--- src/rtl/param_step_ctrl.sv ---
// -----------------------------------------------------------------------------
// param_step_ctrl
//
// Purpose:
//   Button-driven stepper for one entry of the Mode7 parameter bank. Two raw
//   push-buttons (plus/minus) are synchronised and debounced. A free-running
//   divider produces a one-cycle tick every DIV cycles. On each tick, if exactly
//   one debounced button is held, the current parameter (value_in) is moved by
//   +STEP or -STEP in sign-magnitude arithmetic. The result is registered into
//   value_out together with a one-cycle write strobe (value_we).
//
// Number format (value_in / value_out), sign-magnitude 24 bit:
//   [23] sign, [22:8] integer part, [7:0] fraction
//
// Configuration macro:
//   PSC_SATURATE_EN  defined   : same-sign magnitude overflow clamps to 23'h7FFFFF
//                    undefined : magnitude wraps modulo 2^23 (default build)
//
// Parameters:
//   DIV        tick period in clk cycles (>= 2)
//   DB_CYCLES  stable cycles required before a debounced level changes (>= 1)
//   STEP       step magnitude, unsigned, <= 24'h7FFFFF
//
// Ports:
//   clk        in   system clock, rising edge
//   reset      in   asynchronous active-low reset
//   btn_plus   in   raw asynchronous button
//   btn_minus  in   raw asynchronous button
//   value_in   in   [23:0] current parameter from the register file
//   value_out  out  [23:0] stepped value
//   value_we   out  one-cycle write strobe for value_out
//   db_plus    out  debounced level of btn_plus
//   db_minus   out  debounced level of btn_minus
//   tick       out  one-cycle pulse every DIV cycles
//
// Handshake: value_we is a pure strobe with no back-pressure. The register
// file must capture value_out in the cycle value_we is high; value_out only
// changes on the same edge that raises value_we.
// -----------------------------------------------------------------------------

// Two-flop synchroniser followed by a run-length debounce counter. The level
// flips only after the synchronised input has disagreed with it for DB_CYCLES
// consecutive cycles; any cycle of agreement restarts the count.
module psc_debounce #(
    parameter int DB_CYCLES = 500000
) (
    input  logic clk,
    input  logic reset,
    input  logic raw,
    output logic level
);
    localparam int CW = (DB_CYCLES > 1) ? $clog2(DB_CYCLES) : 1;
    localparam logic [CW-1:0] CNT_LAST = CW'(DB_CYCLES - 1);

    logic          sync1;
    logic          sync2;
    logic [CW-1:0] cnt;

    always_ff @(posedge clk or negedge reset) begin
        if (!reset) begin
            sync1 <= 1'b0;
            sync2 <= 1'b0;
            cnt   <= '0;
            level <= 1'b0;
        end else begin
            sync1 <= raw;
            sync2 <= sync1;
            if (sync2 != level) begin
                if (cnt == CNT_LAST) begin
                    level <= sync2;
                    cnt   <= '0;
                end else begin
                    cnt <= cnt + 1'b1;
                end
            end else begin
                cnt <= '0;
            end
        end
    end
endmodule

module param_step_ctrl #(
    parameter int          DIV       = 1000000,
    parameter int          DB_CYCLES = 500000,
    parameter logic [23:0] STEP      = 24'h000100
) (
    input  logic        clk,
    input  logic        reset,
    input  logic        btn_plus,
    input  logic        btn_minus,
    input  logic [23:0] value_in,
    output logic [23:0] value_out,
    output logic        value_we,
    output logic        db_plus,
    output logic        db_minus,
    output logic        tick
);
    localparam int TW = $clog2(DIV);
    localparam logic [TW-1:0] DIV_LAST = TW'(DIV - 1);
    // tick is registered, so it is armed one count early to be high exactly
    // while the counter sits at DIV-1.
    localparam logic [TW-1:0] DIV_ARM  = TW'(DIV - 2);

    // ------------------------------------------------------------------
    // Debounce, one identical instance per button
    // ------------------------------------------------------------------
    psc_debounce #(.DB_CYCLES(DB_CYCLES)) u_db_plus (
        .clk   (clk),
        .reset (reset),
        .raw   (btn_plus),
        .level (db_plus)
    );

    psc_debounce #(.DB_CYCLES(DB_CYCLES)) u_db_minus (
        .clk   (clk),
        .reset (reset),
        .raw   (btn_minus),
        .level (db_minus)
    );

    // ------------------------------------------------------------------
    // Free-running tick divider
    // ------------------------------------------------------------------
    logic [TW-1:0] div_cnt;

    always_ff @(posedge clk or negedge reset) begin
        if (!reset) begin
            div_cnt <= '0;
            tick    <= 1'b0;
        end else begin
            div_cnt <= (div_cnt == DIV_LAST) ? '0 : div_cnt + 1'b1;
            tick    <= (div_cnt == DIV_ARM);
        end
    end

    // ------------------------------------------------------------------
    // Sign-magnitude sum of value_in and the signed step
    // ------------------------------------------------------------------
    logic        step_up;     // exactly one button, and it is plus
    logic        step_valid;  // exactly one button held
    logic        sign_a;
    logic        sign_b;
    logic [22:0] mag_a;
    logic [22:0] mag_b;
    logic [23:0] add_full;
    logic [22:0] res_mag;
    logic        res_sign;
    logic [23:0] sum_val;

    assign step_valid = db_plus ^ db_minus;
    assign step_up    = db_plus & ~db_minus;

    always_comb begin
        mag_a    = value_in[22:0];
        // A negative zero input is folded to +0 before the sign compare.
        sign_a   = value_in[23] & (value_in[22:0] != 23'd0);
        mag_b    = STEP[22:0];
        sign_b   = ~step_up;
        add_full = 24'd0;
        res_mag  = 23'd0;
        res_sign = 1'b0;

        if (sign_a == sign_b) begin
            add_full = {1'b0, mag_a} + {1'b0, mag_b};
            res_sign = sign_a;
`ifdef PSC_SATURATE_EN
            res_mag  = add_full[23] ? 23'h7FFFFF : add_full[22:0];
`else
            res_mag  = add_full[22:0];
`endif
        end else if (mag_a >= mag_b) begin
            res_mag  = mag_a - mag_b;
            res_sign = sign_a;
        end else begin
            res_mag  = mag_b - mag_a;
            res_sign = sign_b;
        end

        // No negative zero on the output.
        sum_val = (res_mag == 23'd0) ? 24'h000000 : {res_sign, res_mag};
    end

    // ------------------------------------------------------------------
    // Step decision and registered write
    // ------------------------------------------------------------------
    always_ff @(posedge clk or negedge reset) begin
        if (!reset) begin
            value_out <= 24'h000000;
            value_we  <= 1'b0;
        end else begin
            if (tick && step_valid) begin
                value_out <= sum_val;
                value_we  <= 1'b1;
            end else begin
                value_we  <= 1'b0;
            end
        end
    end
endmodule

--- config.mk ---
export PLATFORM = sky130hd
export DESIGN_NAME = param_step_ctrl
export DESIGN_NICKNAME = d
export VERILOG_FILES = /design/src/rtl/param_step_ctrl.sv
export SDC_FILE = /design/constraint.sdc
export NUM_CORES = 1
export LEC_CHECK = 0
export ABC_CLOCK_PERIOD_IN_PS = 2900
export CORE_MARGIN = 2
export CORE_UTILIZATION = 51
export DETAILED_ROUTE_END_ITERATION = 7
export PLACE_DENSITY = 0.76
export SYNTH_ARGS = -nofsm -noshare
export SYNTH_HDL_FRONTEND = slang
export SYNTH_SLANG_ARGS = --single-unit
--- constraint.sdc ---
create_clock -name clk -period 2.9 [get_ports clk]
set_clock_uncertainty 0.2 [all_clocks]
set_input_delay 0.29 -clock clk [delete_from_list [all_inputs] [get_ports clk]]
set_output_delay 0.29 -clock clk [all_outputs]
set_load 0.02 [all_outputs]
== After elaboration in Yosys (flattened, before gate mapping) ==
Cells that the tools add are included.
W data, S select, Z words.

* Input port bits: 28
* Output and inout port bits: 28
* Bits in registers: 90
* Logic and storage cells: 47

* Multiplexer cells: 11
* Bitwise operators: 5
* Eq/ne operators: 7
* $add $sub $neg: 6
* Reductions and logical operators: 5
* Magnitude comparators: 1

{| class="wikitable"
|+ Operators with widths
! cell !! number
|-
| $mux W19 || 4
|-
| $mux W23 || 2
|-
| $eq A20 B20 Y1 const B || 2
|-
| $add A19 B1 Y19 const B || 2
|-
| $eq A19 B19 Y1 const B || 2
|-
| $mux W24 || 1
|-
| $add A23 B9 Y23 const B || 1
|-
| $ge A23 B9 Y1 const B || 1
|-
| $logic_not A23 Y1 || 1
|-
| $reduce_bool A23 Y1 || 1
|-
| $sub A23 B9 Y23 const B || 1
|-
| $sub A9 B23 Y23 const A || 1
|-
| $add A20 B1 Y20 const B || 1
|-
| $mux W20 || 1
|-
| $reduce_and A2 Y1 || 2
|-
| $mux W1 || 3
|-
| $and A1 B1 Y1 || 2
|-
| $ne A1 B1 Y1 || 2
|-
| $not A1 Y1 || 2
|-
| $eq A1 B1 Y1 || 1
|-
| $logic_and A1 B1 Y1 || 1
|-
| $xor A1 B1 Y1 || 1
|}

== Longest topological paths before layout ==
Gate-level depths: netlist of the first run.

* Depth after elaboration: 7
* Mapped depth: 14
* Mapped depth without buffers: 11

== Hierarchy ==
Synthesis of the first run repeated with hierarchy kept, for this count alone.

* Cell total of the unflattened synthesis: 564
* Area, all modules: 5298.8 um2

{| class="wikitable"
|+ By module, submodules not included
! module !! times used !! area an instance (um2) !! sequential area each (um2) !! cells an instance
|-
| param_step_ctrl || 1 || 3139.3 || 1151.1 || 354
|-
| psc_debounce || 2 || 1079.8 || 550.5 || 105
|}

== Least setup slack after synthesis of the first run ==
No wires, ideal clock.

* Kind: input -> register
* From: in value_in[13]
* To: reg value_out[23]
* Cell stages on the path: 12
* Data arrival time: 2780 ps
* Required time: 2569 ps
* Path slack: -212 ps
* Setup time: 131 ps
* Buffers on the path: 3
* Cell sequence: buf_2 -> nor4_1 -> nand2_1 -> o41ai_4 -> or2_1 -> buf_2 -> buf_6 -> mux2i_1 -> xnor2_1 -> nand4_1 -> nor4_2 -> nor2_1

* Word-level cells in the longest chain between the ends: 6
* Elaborated cells between the ends (all ways): 13
* Classes of those cells: add/sub (3); order compare (1); eq/ne (1); mux (5); bitwise (1); reduce/logical (2)

{| class="wikitable"
|+ Ends and longest elaborated chain
! item !! line !! source
|-
| from (decl) || 91 || <nowiki>input logic [23:0] value_in,</nowiki>
|-
| parallel branches: the longest is 5 deep, another holds $sub A9 B23 Y23 || -- ||
|-
| $mux W24 * || 180 || <nowiki>sum_val = (res_mag == 23'd0) ? 24'h000000 : {res_sign, res_mag};</nowiki>
|-
| to (signal assigned) || 192 || <nowiki>value_out <= sum_val;</nowiki>
|-
| to (decl) || 92 || <nowiki>output logic [23:0] value_out,</nowiki>
|}

Mark *: on every way between the ends.
A chain may end at the register's enable or synchronous reset.

== Worst setup path after layout of the first run ==
* From: in value_in[9]
* To: reg value_out[1]

* Word-level cells in the longest chain between the ends: 6
* Elaborated cells between the ends (all ways): 11
* Classes of those cells: add/sub (3); order compare (1); eq/ne (1); mux (3); bitwise (1); reduce/logical (2)

{| class="wikitable"
|+ Ends and longest elaborated chain
! item !! line !! source
|-
| parallel branches: the longest is 3 deep, another holds $sub A9 B23 Y23 || -- ||
|-
| $mux W23 * || 163 || <nowiki>if (sign_a == sign_b) begin</nowiki>
|-
| $logic_not A23 Y1 || 180 ||
|-
| $mux W24 * || 180 ||
|}

Marks and branches as above.

==> results.md, run 1 <==
* All-Layer GR Usage at 26.4%
* Share of Yosys cell area claimed by the top area cell type at 45.2%
* Ratio of cells with drive above 1 in the final layout at 24.3%
* Slowest stage delay, CP at 0.58 ns
* Clock root buffer: clkbuf_8
* Worst EP arrival at 2.89 ns
* Iter 0 DRT Violations at 178
* IO Port Bufs at 55
* Dpl cell area at 6290 um^2
* Hold Vio Cnt, Final at 0
* Vias in the first global route at 4,556
* Diodes inserted at 0
* TritonCTS clock tree: yes
* CP Max Fanout at 4
* Post-synth net total at 579
* CP max-delay cell: or4_4
* H-Tree Depth at 3
* Worst Hold Class: input pin to register
* RSZ-0062 raised after global routing: true
* Achievable Freq at 353 MHz
* CTS sink cnt at 90
* R2R cell count at 10
* Final Setup Violations at 0
* Slew @ Worst Pin at 0.717 ns
* DIE HEIGHT at 103 um
* GP Congestion at 0.938
* Routed vias at 4,642
* Routed Antenna Nets at 0
* Final net count at 729
* Post-DP HPWL at 9650 um
* PD cells at 356 nW/um^2
* Clock buffer depth at 2
* Slew Limit Fails at 0
* Primary FF master, synth: dfrtp_1
* Post-Synthesis Cells at 541
* Synthesis-to-layout area growth at 37.1%
* Mean Syn Cell Area at 9.20 um^2
* FF+latch count, synth at 90
* Vias/cell at 5.61
* CP cell instances: clkbuf_2 > or4_4 > nor3_4 > buf_6 > a31oi_4 > buf_4 > nor4_4 > o21ai_2 > a2111oi_4 > nand4_1 > nor4_4 > nor3_1
* Total negative slack at 0 ns
* Die area at 10,600 um^2
* Top cells by area, synth: dfrtp_1 45%, xnor2_1 6.0%, xor2_1 5.8%, nor2_1 5.5%, nand2_1 4.7%
* Outcome: completed
* Placed insts at 790
* Critical path launch point type: input pin
* Peak VDD IR at 393 uV
* P_leak at 3.03 nW
* First-pass detailed-route iteration total at 5
* Post-synth EDFFs at 0
* Relative slew slack at 52.2%
* Global-route wire length before repair at 21,500 um
* Clock slew at the register clock pins of the worst setup and hold paths at 0.09 ns
* Initial antenna violation count at 0
* Hold Crit Depth at 4
* Ys async rst share at 100%
* Non-filler instance count after layout at 828
* Total Wirelength at 13,500 um
* Period minus WS final at 2.84 ns
* Post-Syn Area at 4980 um^2
* TritonCTS Buffers at 9
* WS Path Type: input pin to register
* Final instance area at 6830 um^2
* Largest net degree at the start of global routing at 43
* Top-level port count at 56
* Yosys cell types at 58
* Part of the cycle the worst path needs at 97.8%
* Core footprint at 9640 um^2
* Setup crit end kind: register
* Average wire per standard cell at 16.3 um
* Grt ovf at 0
* # rows at 36
* Max-Cap Viols at 0
* Most frequent cells in the layout: 97 x buf_4, 88 x dfrtp_1, 71 x nor2_1, 60 x nand2_1, 37 x nand3_1
* Worst path required time at 2.95 ns
* Post-synth top area cell: dfrtp_1
* Remaining DRCs at 0
* Sequential fraction of the synthesis area at 45.2%
* Worst-Skew Late Latency at 0.37 ns
* Commonest non-fill, non-tap cell in the layout: buf_4
* Starting Density at 51.7%
* Critical Path Most Common Cell: nor4_4
* Die width at 103 um
* Yosys warns at 0
## registers in the layout, summed over array words and instances, names as in the netlist, 19 cells and up
signal          count
div_cnt            20
u_db_minus.cnt     19
u_db_plus.cnt      19
value_out          24
## cell type report
type                            count  area, um^2
Tap cell                          133         166
Sequential cell                    90        2250
Inverter                           17        78.8
Timing Repair Buffer              158        1320
Multi-Input combinational cell    415        2820
Fill cell                         752        2810
Clock buffer                       10         128
Clock inverter                      5        65.1
## power by group
group | internal [mW] | total (mW) | switching, mW | leakage, nW
Clock | 0.401 | 0.857 | 0.456 | 0.0905
Sequential | 1.26 | 1.27 | 0.00842 | 1.11
Combinational | 0.141 | 0.298 | 0.157 | 1.82
Total | 1.81 | 2.43 | 0.621 | 3.03
## per-layer routing
| layer | wire (um) | global-route usage (%) |
|---|---|---|
| met5 | 0 | 0 |
| met4 | 394 | 10.9 |
| met3 | 755 | 6.31 |
| met2 | 6630 | 44.0 |
| met1 | 5710 | 33.3 |
## cells in the mapped netlist, types with 3 or more instances
| master | n |
|---|---|
| dfrtp_1 | 90 |
| nor2_1 | 73 |
| nand2_1 | 62 |
| nand3_1 | 39 |
| xnor2_1 | 34 |
| xor2_1 | 33 |
| o21ai_0 | 32 |
| clkbuf_1 | 16 |
| inv_1 | 16 |
| nand4_1 | 14 |
| and3_1 | 12 |
| a21oi_1 | 10 |
| ha_1 | 10 |
| mux2i_1 | 8 |
| nor3_1 | 8 |
| or3_1 | 8 |
| and4_1 | 7 |
| nor4_1 | 7 |
| a31oi_1 | 5 |
| nand2b_1 | 5 |
| nor4b_1 | 5 |
| buf_2 | 3 |
| nor4_2 | 3 |
## path summary, 6_finish.rpt
path                                        startpoint                        end  slack, ns
max                                        value_in[9]   value_out[1]$_DFFE_PN0P_       0.06
min                                        value_in[0]   value_out[0]$_DFFE_PN0P_       0.13
max reg2reg                u_db_plus.level$_DFFE_PN0P_   value_out[1]$_DFFE_PN0P_       0.07
min reg2reg                  u_db_plus.sync1$_DFF_PN0_  u_db_plus.sync2$_DFF_PN0_       0.15
max in group asynchronous                        reset   value_out[9]$_DFFE_PN0P_       1.56
min in group asynchronous                        reset  value_out[19]$_DFFE_PN0P_       0.24
## worst max-delay path, delay by kind of cell
kind | cells | cell delay [ns]
AND/OR/NAND/NOR | 6 | 1.60
AO/OA/AOI/OAI | 3 | 0.58
buffers and inverters | 3 | 0.41
## repair_timing
item / 4_1_cts / 5_1_grt
resized for setup: 59 / 25
pin swaps: 21 / 26
setup buffers: 13 / 8
hold buffers: 1 / 0
hold endpoints to repair: 39 / 0
gates cloned: 0 / 2
setup endpoints to repair: 5 / 4
## through the flow
stage / hold slack (ns) / setup slack, ns / utilization [%] / power (mW)
floorplan: -0.206 / -0.0340 / - / 1.40
global placement: 0.110 / -0.786 / 65.2 / 1.56
detailed placement: 0.109 / -0.791 / 65.2 / 1.57
CTS: 0.145 / -0.0500 / 69.2 / 2.43
global route: 0.134 / -0.0433 / 70.8 / 2.53
finish: 0.130 / 0.0646 / 70.8 / 2.43
## logic make-up (layout without fill, tap and decap cells)
family / after synthesis / count (layout) / share of synthesized area (%)
buf+inv: 37 / 190 / 3.01
compound gates: 72 / 72 / 9.50
fa+ha+maj: 10 / 10 / 2.51
mux: 10 / 10 / 2.06
simple gates: 255 / 256 / 25.9
flops: 90 / 90 / 45.2
xor+xnor: 67 / 67 / 11.8
No activity file was read; power rests on OpenSTA's default activity.
==> run 2, diff against run 1 <==
==> config.mk (replaced) <==
export PLATFORM = sky130hd
export DESIGN_NAME = param_step_ctrl
export DESIGN_NICKNAME = d
export VERILOG_FILES = /design/src/rtl/param_step_ctrl.sv
export SDC_FILE = /design/constraint.sdc
export NUM_CORES = 1
export LEC_CHECK = 0
export ABC_CLOCK_PERIOD_IN_PS = 2710
export CORE_MARGIN = 8
export CORE_UTILIZATION = 57
export DETAILED_ROUTE_END_ITERATION = 7
export PLACE_DENSITY = 0.81
export SYNTH_ARGS = -nofsm -noshare
export SYNTH_HDL_FRONTEND = slang
export SYNTH_SLANG_ARGS = --single-unit
==> constraint.sdc (replaced) <==
create_clock -name clk -period 2.71 [get_ports clk]
set_clock_uncertainty 0.2 [all_clocks]
set_input_delay 0.271 -clock clk [delete_from_list [all_inputs] [get_ports clk]]
set_output_delay 0.271 -clock clk [all_outputs]
set_load 0.02 [all_outputs]
==> run 2 against run 1 <==
The flow now finishes with violations (negative setup slack). Sequential share of layout area fell by 0.52 points. Combinational power grew 10%. First-iteration DRC count up 6.7%. Clock-buffer cell count unchanged. Wire length rose by 6.5%. Via count increased by 0.86%. Flip-flop and latch count unchanged. Die area is 13% higher. Setup slack got worse by 0.28 ns. Worst hold slack improved by 0.014 ns. Critical path type is now register to register.
==> results.md, run 2 (same netlist as run 1, synthesis figures left out) <==
* Outcome: finished, violations left
* Slowest stage delay, CP at 0.41 ns
* CP cell instances: inv_2 > ha_4 > nand4_1 > o41ai_4 > buf_6 > buf_6 > nor4_2 > a31oi_1 > xor2_1 > nand4_1 > nor4_4 > nor2_1
* Achievable Freq at 342 MHz
* IO Port Bufs at 55
* Pwr Total at 2.63 mW
* RSZ-0062 raised after global routing: true
* Die area at 12,000 um^2
* Core footprint at 8590 um^2
* Synthesis-to-layout area growth at 39.3%
* Non-filler instance count after layout at 813
* DIE HEIGHT at 109 um
* CP delay by family, top: simple AND/OR/NAND/NOR gates
* TritonCTS Buffers at 9
* CTS sink cnt at 90
* Top-level port count at 56
* Largest reg by FF count: value_out
* RR Startpoint: u_db_minus.level$_DFFE_PN0P_
* Worst R2R End: value_out[23]$_DFFE_PN0P_
* R2R cell count at 12
* WS Path Type: register to register
* Routed vias at 4,682
* Global-route wire length before repair at 22,700 um
* Part of the cycle the worst path needs at 108%
* Worst-Skew Late Latency at 0.36 ns
* Starting Density at 57.9%
* CP Max Fanout at 4
* Commonest non-fill, non-tap cell in the layout: buf_4
* Post-DP HPWL at 10,100 um
* Hold Crit Depth at 1
* Failing checks: negative setup slack
* Clock Power Share at 35.7%
* Clock root buffer: clkbuf_8
* PD cells at 379 nW/um^2
* Most frequent cells in the layout: 106 x buf_4, 88 x dfrtp_1, 71 x nor2_1, 59 x nand2_1, 36 x nand3_1
* All-Layer GR Usage at 24.0%
* Grt ovf at 0
* Hold Path End: u_db_plus.sync1$_DFF_PN0_
* Diodes inserted at 0
* Post-route setup slack at -0.213 ns
* Max reg flops at 24
* Flop2flop setup slack at -0.21 ns
* P_leak at 3.10 nW
* Initial antenna violation count at 0
* Worst Hold Class: input pin to register
* Total Wirelength at 14,400 um
* Slew Limit Fails at 0
* Final net count at 738
* Ratio of cells with drive above 1 in the final layout at 26.4%
* TritonCTS clock tree: yes
* Int Pwr at 1.95 mW
* Total negative slack at -0.619 ns
* WP buf/inv at 3
* Setup crit end kind: register
* First-pass detailed-route iteration total at 5
* Worst EP arrival at 2.95 ns
* H-Tree Depth at 3
* Remaining DRCs at 0
* # rows at 34
* Hold Crit Start: btn_plus
* Biggest regs: value_out x24, div_cnt x20
* Period minus WS final at 2.92 ns
* Die width at 109 um
* Max-Cap Viols at 0
* Sw frac at 26.1%
* Final Setup Violations at 3
* Slew @ Worst Pin at 0.557 ns
* Peak VDD IR at 366 uV
* Placed insts at 771
* Sw power at 685 uW
* Vias in the first global route at 4,594
* Comb power frac at 12.5%
* CP max-delay cell: dfrtp_2
* Iter 0 DRT Violations at 190
* Hold Vio Cnt, Final at 0
* Largest net degree at the start of global routing at 41
* Relative slew slack at 62.8%
* Vias/cell at 5.76
* Seq pwr share at 51.8%
* DP Worst Slack at -0.908 ns
* GP Congestion at 0.967
* Routed Antenna Nets at 0
* Clock slew at the register clock pins of the worst setup and hold paths at 0.10 ns
* Worst path required time at 2.74 ns
* Average wire per standard cell at 17.7 um
* Critical path launch point type: register
* Clock buffer depth at 2
## run 2: what timing repair did
action                                 in CTS  in global routing
hold buffers                                1                  0
endpoints found under the hold margin      37                  0
setup buffers                              11                 16
setup endpoints to repair                  14                  6
pin swaps                                  19                 29
gates resized for setup                    43                 41
## run 2: metal layers
| metal | vias to the layer above | wire length, um | track usage [%] | share of wire, % |
|---|---|---|---|---|
| met2 | 155 | 7250 | 40.1 | 50 |
| met5 | - | 0 | 0 | 0 |
| met4 | 0 | 273 | 8.10 | 1.9 |
| met3 | 29 | 772 | 4.16 | 5.4 |
| li1 | 2204 | - | - | - |
| met1 | 2294 | 6080 | 30.7 | 42 |
## run 2: metrics by stage
| step | hold WS, ns | instance area [um^2] | util [%] |
|---|---|---|---|
| finish | 0.144 | 6940 | 80.7 |
| CTS | 0.133 | 6700 | 77.9 |
| global route | 0.140 | 6940 | 80.7 |
| global placement | 0.0717 | 6310 | 73.5 |
| floorplan | -0.225 | 5080 | - |
| detailed placement | 0.0770 | 6310 | 73.5 |
## run 2: power by group through the flow
| stage | clock [mW] | sequential, mW | combinational [mW] |
|---|---|---|---|
| final | 0.939 | 1.36 | 0.329 |
| after global routing | 1.01 | 1.36 | 0.355 |
| after floorplan | 0 | 1.39 | 0.111 |
| after CTS | 0.959 | 1.36 | 0.306 |
| after global placement | 0 | 1.39 | 0.290 |
| after detailed placement | 0 | 1.39 | 0.296 |
## run 2: worst max-delay path by stage
stage / from / end / slack, ns / cells past startpoint
final: u_db_minus.level$_DFFE_PN0P_ / value_out[23]$_DFFE_PN0P_ / -0.21 / 12
after global placement: value_in[1] / value_out[1]$_DFFE_PN0P_ / -0.90 / 14
after global routing: u_db_minus.level$_DFFE_PN0P_ / value_out[23]$_DFFE_PN0P_ / -0.39 / 12
after detailed placement: value_in[1] / value_out[1]$_DFFE_PN0P_ / -0.91 / 14
after floorplan: value_in[1] / value_out[1]$_DFFE_PN0P_ / -0.21 / 13
after CTS: u_db_minus.level$_DFFE_PN0P_ / value_out[23]$_DFFE_PN0P_ / -0.31 / 11
## run 2: cell type report
class	instances	area, um^2
Tap cell	108	135
Clock buffer	10	128
Inverter	17	78.8
Clock inverter	6	72.6
Timing Repair Buffer	168	1400
Fill cell	547	1660
Sequential cell	90	2250
Multi-Input combinational cell	414	2870
